`src/rtl/vfifo_frame_reader_pkg.sv`:
```
// Shared constants, state encodings and pointer helper for the frame reader.
// Imported by vfifo_frame_reader and vfifo_frame_obuf.
package vfifo_frame_reader_pkg;

   // Reader parse state: waiting for a header, or streaming body words.
   typedef enum logic {
      HDR  = 1'b0,
      BODY = 1'b1
   } state_t;

   // Output buffer depth and the widths needed to count it.
   localparam int unsigned OBUF_DEPTH = 3;
   localparam int unsigned OCC_WIDTH  = 2;
   localparam int unsigned FILL_WIDTH = OCC_WIDTH + 1;

   // Ring-pointer increment that wraps at OBUF_DEPTH.
   function automatic logic [OCC_WIDTH-1:0] ptr_inc(input logic [OCC_WIDTH-1:0] p);
      return (p == OCC_WIDTH'(OBUF_DEPTH - 1)) ? '0 : p + OCC_WIDTH'(1);
   endfunction

endpackage

```
`src/rtl/vfifo_frame_obuf.sv`:
```
// 3-entry output buffer holding stream words with their sop/eop marks.
// Ports:
//   clk, rst             clock, async active-low reset
//   push, push_data,
//   push_sop, push_eop   write one entry (caller guarantees space)
//   pop                  remove head entry; ignored when empty
//   occ                  number of entries held
//   head_data, head_sop,
//   head_eop             head entry, forced to zero when empty
module vfifo_frame_obuf
   import vfifo_frame_reader_pkg::*;
#(
   parameter int unsigned data_width = 18
) (
   input  logic                  clk,
   input  logic                  rst,
   input  logic                  push,
   input  logic [data_width-1:0] push_data,
   input  logic                  push_sop,
   input  logic                  push_eop,
   input  logic                  pop,
   output logic [OCC_WIDTH-1:0]  occ,
   output logic [data_width-1:0] head_data,
   output logic                  head_sop,
   output logic                  head_eop
);

   logic [data_width-1:0] data_mem [OBUF_DEPTH];
   logic [OBUF_DEPTH-1:0] sop_mem;
   logic [OBUF_DEPTH-1:0] eop_mem;
   logic [OCC_WIDTH-1:0]  wr_ptr;
   logic [OCC_WIDTH-1:0]  rd_ptr;
   logic                  not_empty;
   logic                  do_pop;

   assign not_empty = (occ != '0);
   assign do_pop    = pop && not_empty;

   // Payload storage; contents are only observed through the gated head.
   always_ff @(posedge clk) begin
      if (push) begin
         data_mem[wr_ptr] <= push_data;
         sop_mem[wr_ptr]  <= push_sop;
         eop_mem[wr_ptr]  <= push_eop;
      end
   end

   // Pointers and occupancy; push and pop together leave occ unchanged.
   always_ff @(posedge clk or negedge rst) begin
      if (!rst) begin
         wr_ptr <= '0;
         rd_ptr <= '0;
         occ    <= '0;
      end else begin
         if (push) begin
            wr_ptr <= ptr_inc(wr_ptr);
         end
         if (do_pop) begin
            rd_ptr <= ptr_inc(rd_ptr);
         end
         case ({push, do_pop})
            2'b10:   occ <= occ + OCC_WIDTH'(1);
            2'b01:   occ <= occ - OCC_WIDTH'(1);
            default: occ <= occ;
         endcase
      end
   end

   // Head is zero whenever nothing is buffered, so reset clears it at once.
   assign head_data = not_empty ? data_mem[rd_ptr] : '0;
   assign head_sop  = not_empty && sop_mem[rd_ptr];
   assign head_eop  = not_empty && eop_mem[rd_ptr];

endmodule

```
`src/rtl/vfifo_frame_reader.sv`:
```
// Drains a FIFO read port carrying header-delimited frames (one header word
// holding length L, then L body words) and presents the body as a
// valid/ready stream with sop/eop marks.
// Ports:
//   clk, rst             clock, async active-low reset
//   fifo_q, fifo_empty   FIFO read data (valid one clk after fifo_rd), empty
//   fifo_rd              FIFO read strobe
//   m_data, m_valid,
//   m_ready, m_sop,
//   m_eop                output stream
//   frame_len            length latched from the current frame's header
//   busy                 frame in progress, words buffered or read in flight
//   err_zero_len         one-clk pulse when a zero-length header is dropped
module vfifo_frame_reader
   import vfifo_frame_reader_pkg::*;
#(
   parameter int unsigned data_width = 18,
   parameter int unsigned len_width  = 8
) (
   input  logic                  clk,
   input  logic                  rst,
   input  logic [data_width-1:0] fifo_q,
   input  logic                  fifo_empty,
   output logic                  fifo_rd,
   output logic [data_width-1:0] m_data,
   output logic                  m_valid,
   input  logic                  m_ready,
   output logic                  m_sop,
   output logic                  m_eop,
   output logic [len_width-1:0]  frame_len,
   output logic                  busy,
   output logic                  err_zero_len
);

   state_t                state;
   state_t                state_nxt;
   logic                  inflight;
   logic [len_width-1:0]  remaining;
   logic [len_width-1:0]  remaining_nxt;
   logic [len_width-1:0]  frame_len_nxt;
   logic [len_width-1:0]  word_len;
   logic                  err_nxt;
   logic                  push;
   logic                  push_sop;
   logic                  push_eop;
   logic [OCC_WIDTH-1:0]  occ;
   logic [FILL_WIDTH-1:0] fill;

   // Reads are paced by buffer space already claimed, never by m_ready, so
   // a returned word always has a slot even if nothing drains this cycle.
   assign fill    = FILL_WIDTH'(occ) + FILL_WIDTH'(inflight);
   assign fifo_rd = rst && !fifo_empty && (fill < FILL_WIDTH'(OBUF_DEPTH));

   assign word_len = fifo_q[len_width-1:0];

   // Read-return tracker: fifo_q is meaningful the clk after a read.
   always_ff @(posedge clk or negedge rst) begin
      if (!rst) begin
         inflight <= 1'b0;
      end else begin
         inflight <= fifo_rd;
      end
   end

   // State and frame bookkeeping registers.
   always_ff @(posedge clk or negedge rst) begin
      if (!rst) begin
         state        <= HDR;
         remaining    <= '0;
         frame_len    <= '0;
         err_zero_len <= 1'b0;
      end else begin
         state        <= state_nxt;
         remaining    <= remaining_nxt;
         frame_len    <= frame_len_nxt;
         err_zero_len <= err_nxt;
      end
   end

   // Header parse / body forwarding.
   always_comb begin
      state_nxt     = state;
      remaining_nxt = remaining;
      frame_len_nxt = frame_len;
      err_nxt       = 1'b0;
      push          = 1'b0;
      push_sop      = 1'b0;
      push_eop      = 1'b0;
      if (inflight) begin
         case (state)
            HDR: begin
               if (word_len == '0) begin
                  err_nxt = 1'b1;
               end else begin
                  frame_len_nxt = word_len;
                  remaining_nxt = word_len;
                  state_nxt     = BODY;
               end
            end
            BODY: begin
               push          = 1'b1;
               // remaining still equals the header length only on word one
               push_sop      = (remaining == frame_len);
               push_eop      = (remaining == len_width'(1));
               remaining_nxt = remaining - len_width'(1);
               if (push_eop) begin
                  state_nxt = HDR;
               end
            end
            default: state_nxt = HDR;
         endcase
      end
   end

   vfifo_frame_obuf #(
      .data_width (data_width)
   ) u_obuf (
      .clk       (clk),
      .rst       (rst),
      .push      (push),
      .push_data (fifo_q),
      .push_sop  (push_sop),
      .push_eop  (push_eop),
      .pop       (m_ready),
      .occ       (occ),
      .head_data (m_data),
      .head_sop  (m_sop),
      .head_eop  (m_eop)
   );

   assign m_valid = (occ != '0);
   assign busy    = (state == BODY) || (occ != '0) || inflight;

endmodule

```
`config.mk`:
```
export PLATFORM = sky130hd
export DESIGN_NAME = vfifo_frame_reader
export DESIGN_NICKNAME = d
export VERILOG_FILES = /design/src/rtl/vfifo_frame_reader_pkg.sv /design/src/rtl/vfifo_frame_obuf.sv /design/src/rtl/vfifo_frame_reader.sv
export SDC_FILE = /design/constraint.sdc
export NUM_CORES = 1
export LEC_CHECK = 0
export CAP_MARGIN = 10
export CORE_ASPECT_RATIO = 1.5
export CORE_MARGIN = 10
export CORE_UTILIZATION = 54
export DETAILED_ROUTE_END_ITERATION = 16
export GPL_TIMING_DRIVEN = 0
export PLACE_DENSITY = 0.79
export SYNTH_ARGS = -nofsm -noshare
export SYNTH_HDL_FRONTEND = slang
export SYNTH_SLANG_ARGS = --single-unit
export TNS_END_PERCENT = 50
```
`constraint.sdc`:
```
create_clock -name clk -period 3.1 [get_ports clk]
set_clock_uncertainty 0.1 [all_clocks]
set_input_delay 0.62 -clock clk [delete_from_list [all_inputs] [get_ports clk]]
set_output_delay 0.62 -clock clk [all_outputs]
set_load 0.02 [all_outputs]
```
==> metrics.yaml, run 1 <==
critical_path:
  critical_path_buf_inv_count: 3
  startpoint: "u_obuf.rd_ptr[1]$_DFFE_PN0P_"
  critPathLaunchType: "flop"
  endpoint_kind: "primary output"
  max_stage_delay_ns: 0.55
  crit_path_cell_trace: "clkbuf_1, clkbuf_1, nor2_1, a21oi_1, nor2_1, clkdlybuf4s50_1"
  critPathTopFamily: "buffers and inverters"
  crit_arrival_ns: 2.19
  rr_startpoint: "state$_DFFE_PN0P_"
  path_class: "reg2out"
  crit_required_ns: 2.38
  crit_fanout: 10
  critPathSlowestCell: "clkdlybuf4s50_1"
pwr:
  total_leakage_power_nw: 1.72
  ir_worst_vdd_mv: 0.457
  fin_total_pwr_w: 0.00414
  power_density_nw_per_um2: 904
layout:
  nFillCells: 527
  drive_gt1_share_pct: 12.5
  layout.nets: 375
  antennaDiodeCount: 0
  final_cells: 431
  syn_to_final_growth_pct: 22.8
  finish.instance_area_um2: 4580
floorplanning:
  start_util_pct: 54.8
  ioPinCount: 54
  chipHeight_um: 122
  dieWidth_um: 87.8
  rows: 37
  core-area_um2: 6810
  dieArea_um2: 10700
place:
  post-place-cells: 416
  dpl_worst_slack_ns: -0.869
  placed_area_um2: 4400
  portBuffers: 53
  gp_congestion: 0.901
  hpwl_mm: 5.89
run:
  maxCapViolCount: 0
clock_tree:
  cts_max_path_buffers: 2
  cts_tree: "done"
  cts-root-buf: "clkbuf_8"
  cts_inserted_buffers: 9
  cts_hold_buf: 0
  insertion_delay_ns: 0.35
  clock-sinks: 85
  clkTransAtPathRegs_ns: 0.08
  htree_levels: 3
route:
  dr_total_vias: 2468
  firstDrtPassIters: 4
  drtAntennaViolNets: 0
  wl_per_cell_um: 18.7
  drtIter0Drc: 89
  vias_per_cell: 5.73
  drc: 0
  drt_wl_total_mm: 8.08
timing:
  hold_ws_ns: 0.176
  setup_violations: 0
  drv_slew: 0
  period_needed_ns: 2.91
  rsz0062_at_grt: "false"
  hold_viol_final: 0
  final.setup.worst_slack_ns: 0.193
  min_period_over_period_pct: 93.8
  fmax_ghz: 0.344
  slew_headroom_pct: 42.2
  worstMarginPinSlew_ns: 0.862
status:
  status: "finished, final reports clean"
yosys:
  syn-num-nets: 309
  synthCells: 282
  ys_types: 46
  ys_seq_elements: 85
  synth.yosys.seq_area_share_pct: 65.1
  yosysWarnings: 0
  syn-cell-area_um2: 3730
  synth_edf_count: 60
  ys.flop_type: "edfxtp_1"
  async_reset_ff_share_pct: 29.4
  syn_avg_cell_area_um2: 13.2
global_routing:
  grt_max_degree: 27
  grtUsageTotal_pct: 15.5
  grt_pass1_vias: 2588
  grt-ovfl-total: 0
  antenna_found_initial: 0
  grt_pass1_wl_mm: 12.8
hold_path:
  worstHoldPathType: "in2async"
## worst register-to-register path: stages, from the launching register on
cell,delay (ns)
dfrtp_1,0.47
nand2_1,0.12
clkbuf_1,0.28
nor3b_2,0.79
buf_6,0.27
## synth_stat cells (4+ instances only)
cell       n  share of area, %
clkbuf_1  13               1.3
ha_1       5               1.7
nand2_1   11               1.1
edfxtp_1  60                48
inv_1      6              0.60
mux2i_1   20               5.4
dfrtp_1   25                17
a22o_1     6               1.4
nor2_1    45               4.5
xnor2_1    9               2.1
a21oi_1   21               2.8
o21ai_0    4              0.54
## cell families (layout without fill, tap and decap cells)
group	Yosys count	count (layout)	share of synthesized area, %
compound gates	53	53	10.6
xor+xnor	11	11	2.59
fa+ha+maj	5	5	1.68
buf+inv	24	95	3.09
flops	85	85	65.1
mux	23	23	6.28
simple gates	81	81	10.6
## registers in the layout (all words and copies together) (netlist names)
| register | flops |
|---|---|
| state | 1 |
| u_obuf.rd_ptr | 2 |
| u_obuf.occ | 2 |
| frame_len | 8 |
| inflight | 1 |
| u_obuf.wr_ptr | 2 |
| u_obuf.eop_mem | 3 |
| u_obuf.sop_mem | 3 |
| remaining | 8 |
| err_zero_len | 1 |
| u_obuf.data_mem | 54 |
## per-layer routing
layer  wire length [um]  global-route usage [%]
met1               3130                    16.8
met2               4290                    27.1
met3                485                    4.41
met4                173                    6.80
met5                  0                       0
## metrics by stage
| stage | TNS [ns] | utilization [%] |
|---|---|---|
| floorplan | 0 | - |
| finish | 0 | 67.2 |
| global placement | -43.72 | 64.0 |
| CTS | 0 | 67.1 |
| global route | 0 | 67.2 |
| detailed placement | -0.869 | 64.7 |
## timing repair
item / 4_1_cts / 5_1_grt
setup endpoints to repair: 18 / 8
buffers inserted: 0 / 0
gates resized for setup: 7 / 6
## layout make-up
cell class | count | area (um2) | share of cell area (%)
inverter | 6 | 22.5 | 0.492
buffer | 17 | 96.3 | 2.11
timing repair buffer | 56 | 558 | 12.2
tap | 78 | 97.6 | 2.13
clock buffer | 14 | 164 | 3.58
clock inverter | 2 | 10.0 | 0.219
multi-input combinational | 173 | 1200 | 26.2
sequential | 85 | 2430 | 53.1
## cell usage in the layout, fill, tap and decap left out, types with 3 or more instances in the layout
master,n
ha_1,5
edfxtp_1,60
clkbuf_1,14
clkbuf_8,9
xnor2_1,9
mux2i_1,20
inv_1,6
a21oi_1,21
nor2_1,45
buf_6,6
nor2b_1,3
dfrtp_1,24
mux2_2,3
nor4_1,3
a21o_1,3
nand2_1,11
a22o_1,6
clkdlybuf4s50_1,51
o21ai_0,4
## report_power, final
group | switching (W) | leakage (nW) | internal (W)
clock | 0.000357 | 0.0896 | 0.000339
combinational | 0.000985 | 0.794 | 0.000851
sequential | 0.000170 | 0.835 | 0.00144
total | 0.00151 | 1.72 | 0.00263
## path summary, 6_finish.rpt
path	to	slack, ns	cells past startpoint
max	m_data[16]	0.19	6
min	frame_len[1]$_DFFE_PN0P_	0.18	1
max reg2reg	u_obuf.data_mem[2][17]$_DFFE_PP_	0.78	4
min reg2reg	u_obuf.occ[1]$_DFFE_PN0P_	0.42	1
max in group asynchronous	u_obuf.rd_ptr[0]$_DFFE_PN0P_	2.28	1
min in group clk	u_obuf.occ[1]$_DFFE_PN0P_	0.42	1
(Power assumes the default switching activity.)
==> inputs of run 2 (changes only) <==
--- a/config.mk
+++ b/config.mk
@@ -7,7 +7,7 @@
 export LEC_CHECK = 0
 export CAP_MARGIN = 10
 export CORE_ASPECT_RATIO = 1.5
-export CORE_MARGIN = 10
+export CORE_MARGIN = 5
 export CORE_UTILIZATION = 54
 export DETAILED_ROUTE_END_ITERATION = 16
 export GPL_TIMING_DRIVEN = 0
==> run 2 against run 1 <==
Worst setup slack worse by 0.060 ns. Flip-flop and latch count stayed put. Worst hold slack worse by 0.0084 ns. Final cell count is 0.46% higher. Cell area is 0.46% higher. Power hardly changed. Register-to-register slack better by 0.02 ns. Count of clock-buffer cells in the layout is 5 lower. First-iteration DRC count is 79% higher. Maximum frequency is 2.0% lower. Non-clock buffer count is 2 higher. Core utilization is 0.31 points higher. Critical path type unchanged. Largest power group unchanged. Highest routed layer unchanged.
==> metrics.yaml, run 2 (same netlist as run 1, synthesis figures left out) <==
status:
  status: "finished, final reports clean"
layout:
  final_common_cell: "edfxtp_1"
  layout_common_cells: "edfxtp_1, clkdlybuf4s50_1, nor2_1"
  post-route-util_pct: 67.5  # +0.31 points
  largest_reg_flops: 54  # unchanged
  syn_to_final_growth_pct: 23.4
  reg.largest.list: "u_obuf.data_mem: 54 flops, frame_len: 8 flops, remaining: 8 flops"
  antennaDiodeCount: 0  # unchanged
  finish.instance_area_um2: 4600  # +0.46%
  layout.nets: 377  # +0.53%
  largest-register: "u_obuf.data_mem"
  drive_gt1_share_pct: 13.8  # +1.3 points
pwr:
  power_frac_seq_pct: 38.7  # about the same
  p_int_w: 0.00259  # -1.4%
  pwr-share-comb_pct: 44.7  # +0.3 points
  switchingPower_w: 0.00155  # +2.6%
  p_clk_share_pct: 16.7  # about the same
  power_density_nw_per_um2: 901  # -0.42%
  ir_worst_vdd_mv: 0.568  # +24%
  switching_share_pct: 37.5  # +0.95 points
  total_leakage_power_nw: 1.72  # +0.35%
route:
  dr_total_vias: 2478  # +0.41%
  wl_per_cell_um: 18.3  # -2.5%
  drtIter0Drc: 159  # +79%
  drtAntennaViolNets: 0  # unchanged
  vias_per_cell: 5.72  # about the same
  firstDrtPassIters: 5  # +1
  drc: 0  # unchanged
  drt_wl_total_mm: 7.92  # -2.0%
place:
  placed_area_um2: 4430  # +0.51%
  dpl_worst_slack_ns: -0.876  # -0.00757 ns
  hpwl_mm: 5.64  # -4.2%
  portBuffers: 53  # unchanged
  gp_congestion: 0.853  # -5.3%
critical_path:
  critPathLaunchType: "flop"
  crit_fanout: 10  # unchanged
  crit_arrival_ns: 2.25  # +0.06 ns
  endpoint_kind: "primary output"
  path_class: "reg2out"
  crit_required_ns: 2.38  # about the same
global_routing:
  grt-ovfl-total: 0  # unchanged
  gr-usage-met2_pct: 32.8  # +5.7 points
  grtUsageTotal_pct: 19.1  # +3.6 points
  grtUsageMet1_pct: 22.0  # +5.2 points
  grt_busiest_layer: "met2"
  use_met3_pct: 3.72  # -0.69 points
  grt_pass1_wl_mm: 13.0  # +1.4%
  grt_max_degree: 27  # unchanged
  antenna_found_initial: 0  # unchanged
  grt_pass1_vias: 2696  # +4.2%
floorplanning:
  core-area_um2: 6810  # unchanged
  chipHeight_um: 112  # -8.2%
  start_util_pct: 54.8  # unchanged
  dieWidth_um: 77.8  # -11%
  dieArea_um2: 8700  # -19%
  rows: 37  # unchanged
  ioPinCount: 54  # unchanged
timing:
  drv_slew: 0  # unchanged
  final.setup.worst_slack_ns: 0.133  # -0.0599 ns
  min_period_over_period_pct: 95.7  # +1.9 points
  fmax_ghz: 0.337  # -2.0%
  hold_viol_final: 0  # unchanged
  worstMarginPinSlew_ns: 0.830  # -0.0330 ns
  rsz0062_at_grt: "false"
  slew_headroom_pct: 44.5  # +2.2 points
  setup_violations: 0  # unchanged
  period_needed_ns: 2.97  # +0.0599 ns
hold_path:
  worstHoldPathType: "in2async"
clock_tree:
  postCtsSetupBuffers: 0  # unchanged
  cts_inserted_buffers: 9  # unchanged
  clkTransAtPathRegs_ns: 0.09  # about the same
  cts_max_path_buffers: 2  # unchanged
  clock-sinks: 85  # unchanged
  cts_hold_buf: 0  # unchanged
  cts-root-buf: "clkbuf_8"
  post_cts_resized: 8  # +1
  htree_levels: 3  # unchanged
  insertion_delay_ns: 0.35  # about the same
  cts_tree: "done"
run:
  maxCapViolCount: 0  # unchanged
## run 2: cell count changes in the layout (fill, tap and decap cells not counted), sizes merged
| cell | before | now |
|---|---|---|
| clkbuf | 27 | 21 |
| clkinv | 2 | 3 |
| buf | 8 | 11 |
| clkinvlp | 0 | 2 |
| inv | 6 | 8 |
## run 2: worst paths after layout
| kind | from | end | slack [ns] | cells after the start |
|---|---|---|---|---|
| max | u_obuf.rd_ptr[1]$_DFFE_PN0P_ | m_data[12] | 0.13 | 5 |
| min | rst | frame_len[6]$_DFFE_PN0P_ | 0.17 | 1 |
| max reg2reg | state$_DFFE_PN0P_ | u_obuf.data_mem[2][9]$_DFFE_PP_ | 0.80 | 4 |
| min reg2reg | u_obuf.occ[1]$_DFFE_PN0P_ | u_obuf.occ[1]$_DFFE_PN0P_ | 0.43 | 1 |
| max in group asynchronous | rst | u_obuf.rd_ptr[0]$_DFFE_PN0P_ | 2.29 | 1 |
| min in group clk | u_obuf.occ[1]$_DFFE_PN0P_ | u_obuf.occ[1]$_DFFE_PN0P_ | 0.43 | 1 |
## run 2: worst max-delay path, cell delays in order (launching register included)
cell	delay [ns]
dfrtp_1	0.34
clkbuf_1	0.21
clkbuf_1	0.45
a21oi_1	0.12
nor2_1	0.14
clkdlybuf4s50_1	0.64
## run 2: stage by stage
step / power, W / cells / hold WS (ns) / setup TNS, ns
floorplan: 0.00271 / 282 / 0.224 / 0
global placement: 0.00339 / 413 / 0.398 / -42.99
detailed placement: 0.00348 / 418 / 0.416 / -0.876
CTS: 0.00417 / 433 / 0.181 / 0
global route: 0.00438 / 433 / 0.208 / 0
finish: 0.00414 / 433 / 0.168 / 0
## run 2: layout make-up
type / instances / area (um2)
repair buffers: 58 / 581
inverters: 6 / 22.5
clock buffers: 9 / 124
flip-flops and latches: 85 / 2430
plain buffers: 17 / 93.8
well taps: 78 / 97.6
multi-input cells: 173 / 1200
clock inverters: 7 / 50.0
fillers: 494 / 2210
## run 2: metal layers
| metal | vias up | wire length, um |
|---|---|---|
| met5 | - | 0 |
| met4 | 0 | 189 |
| met3 | 19 | 363 |
| met2 | 79 | 4240 |
| met1 | 1214 | 3130 |
| li1 | 1166 | - |
## run 2: power groups by stage
| stage | sequential (W) | combinational [W] | clock, W |
|---|---|---|---|
| 5_1_grt | 0.00163 | 0.00199 | 0.000753 |
| 6_report | 0.00160 | 0.00185 | 0.000691 |
| 4_1_cts | 0.00160 | 0.00187 | 0.000699 |
| 3_3_place_gp | 0.00160 | 0.00179 | 0 |
| 2_1_floorplan | 0.00164 | 0.00107 | 0 |
| 3_5_place_dp | 0.00161 | 0.00187 | 0 |
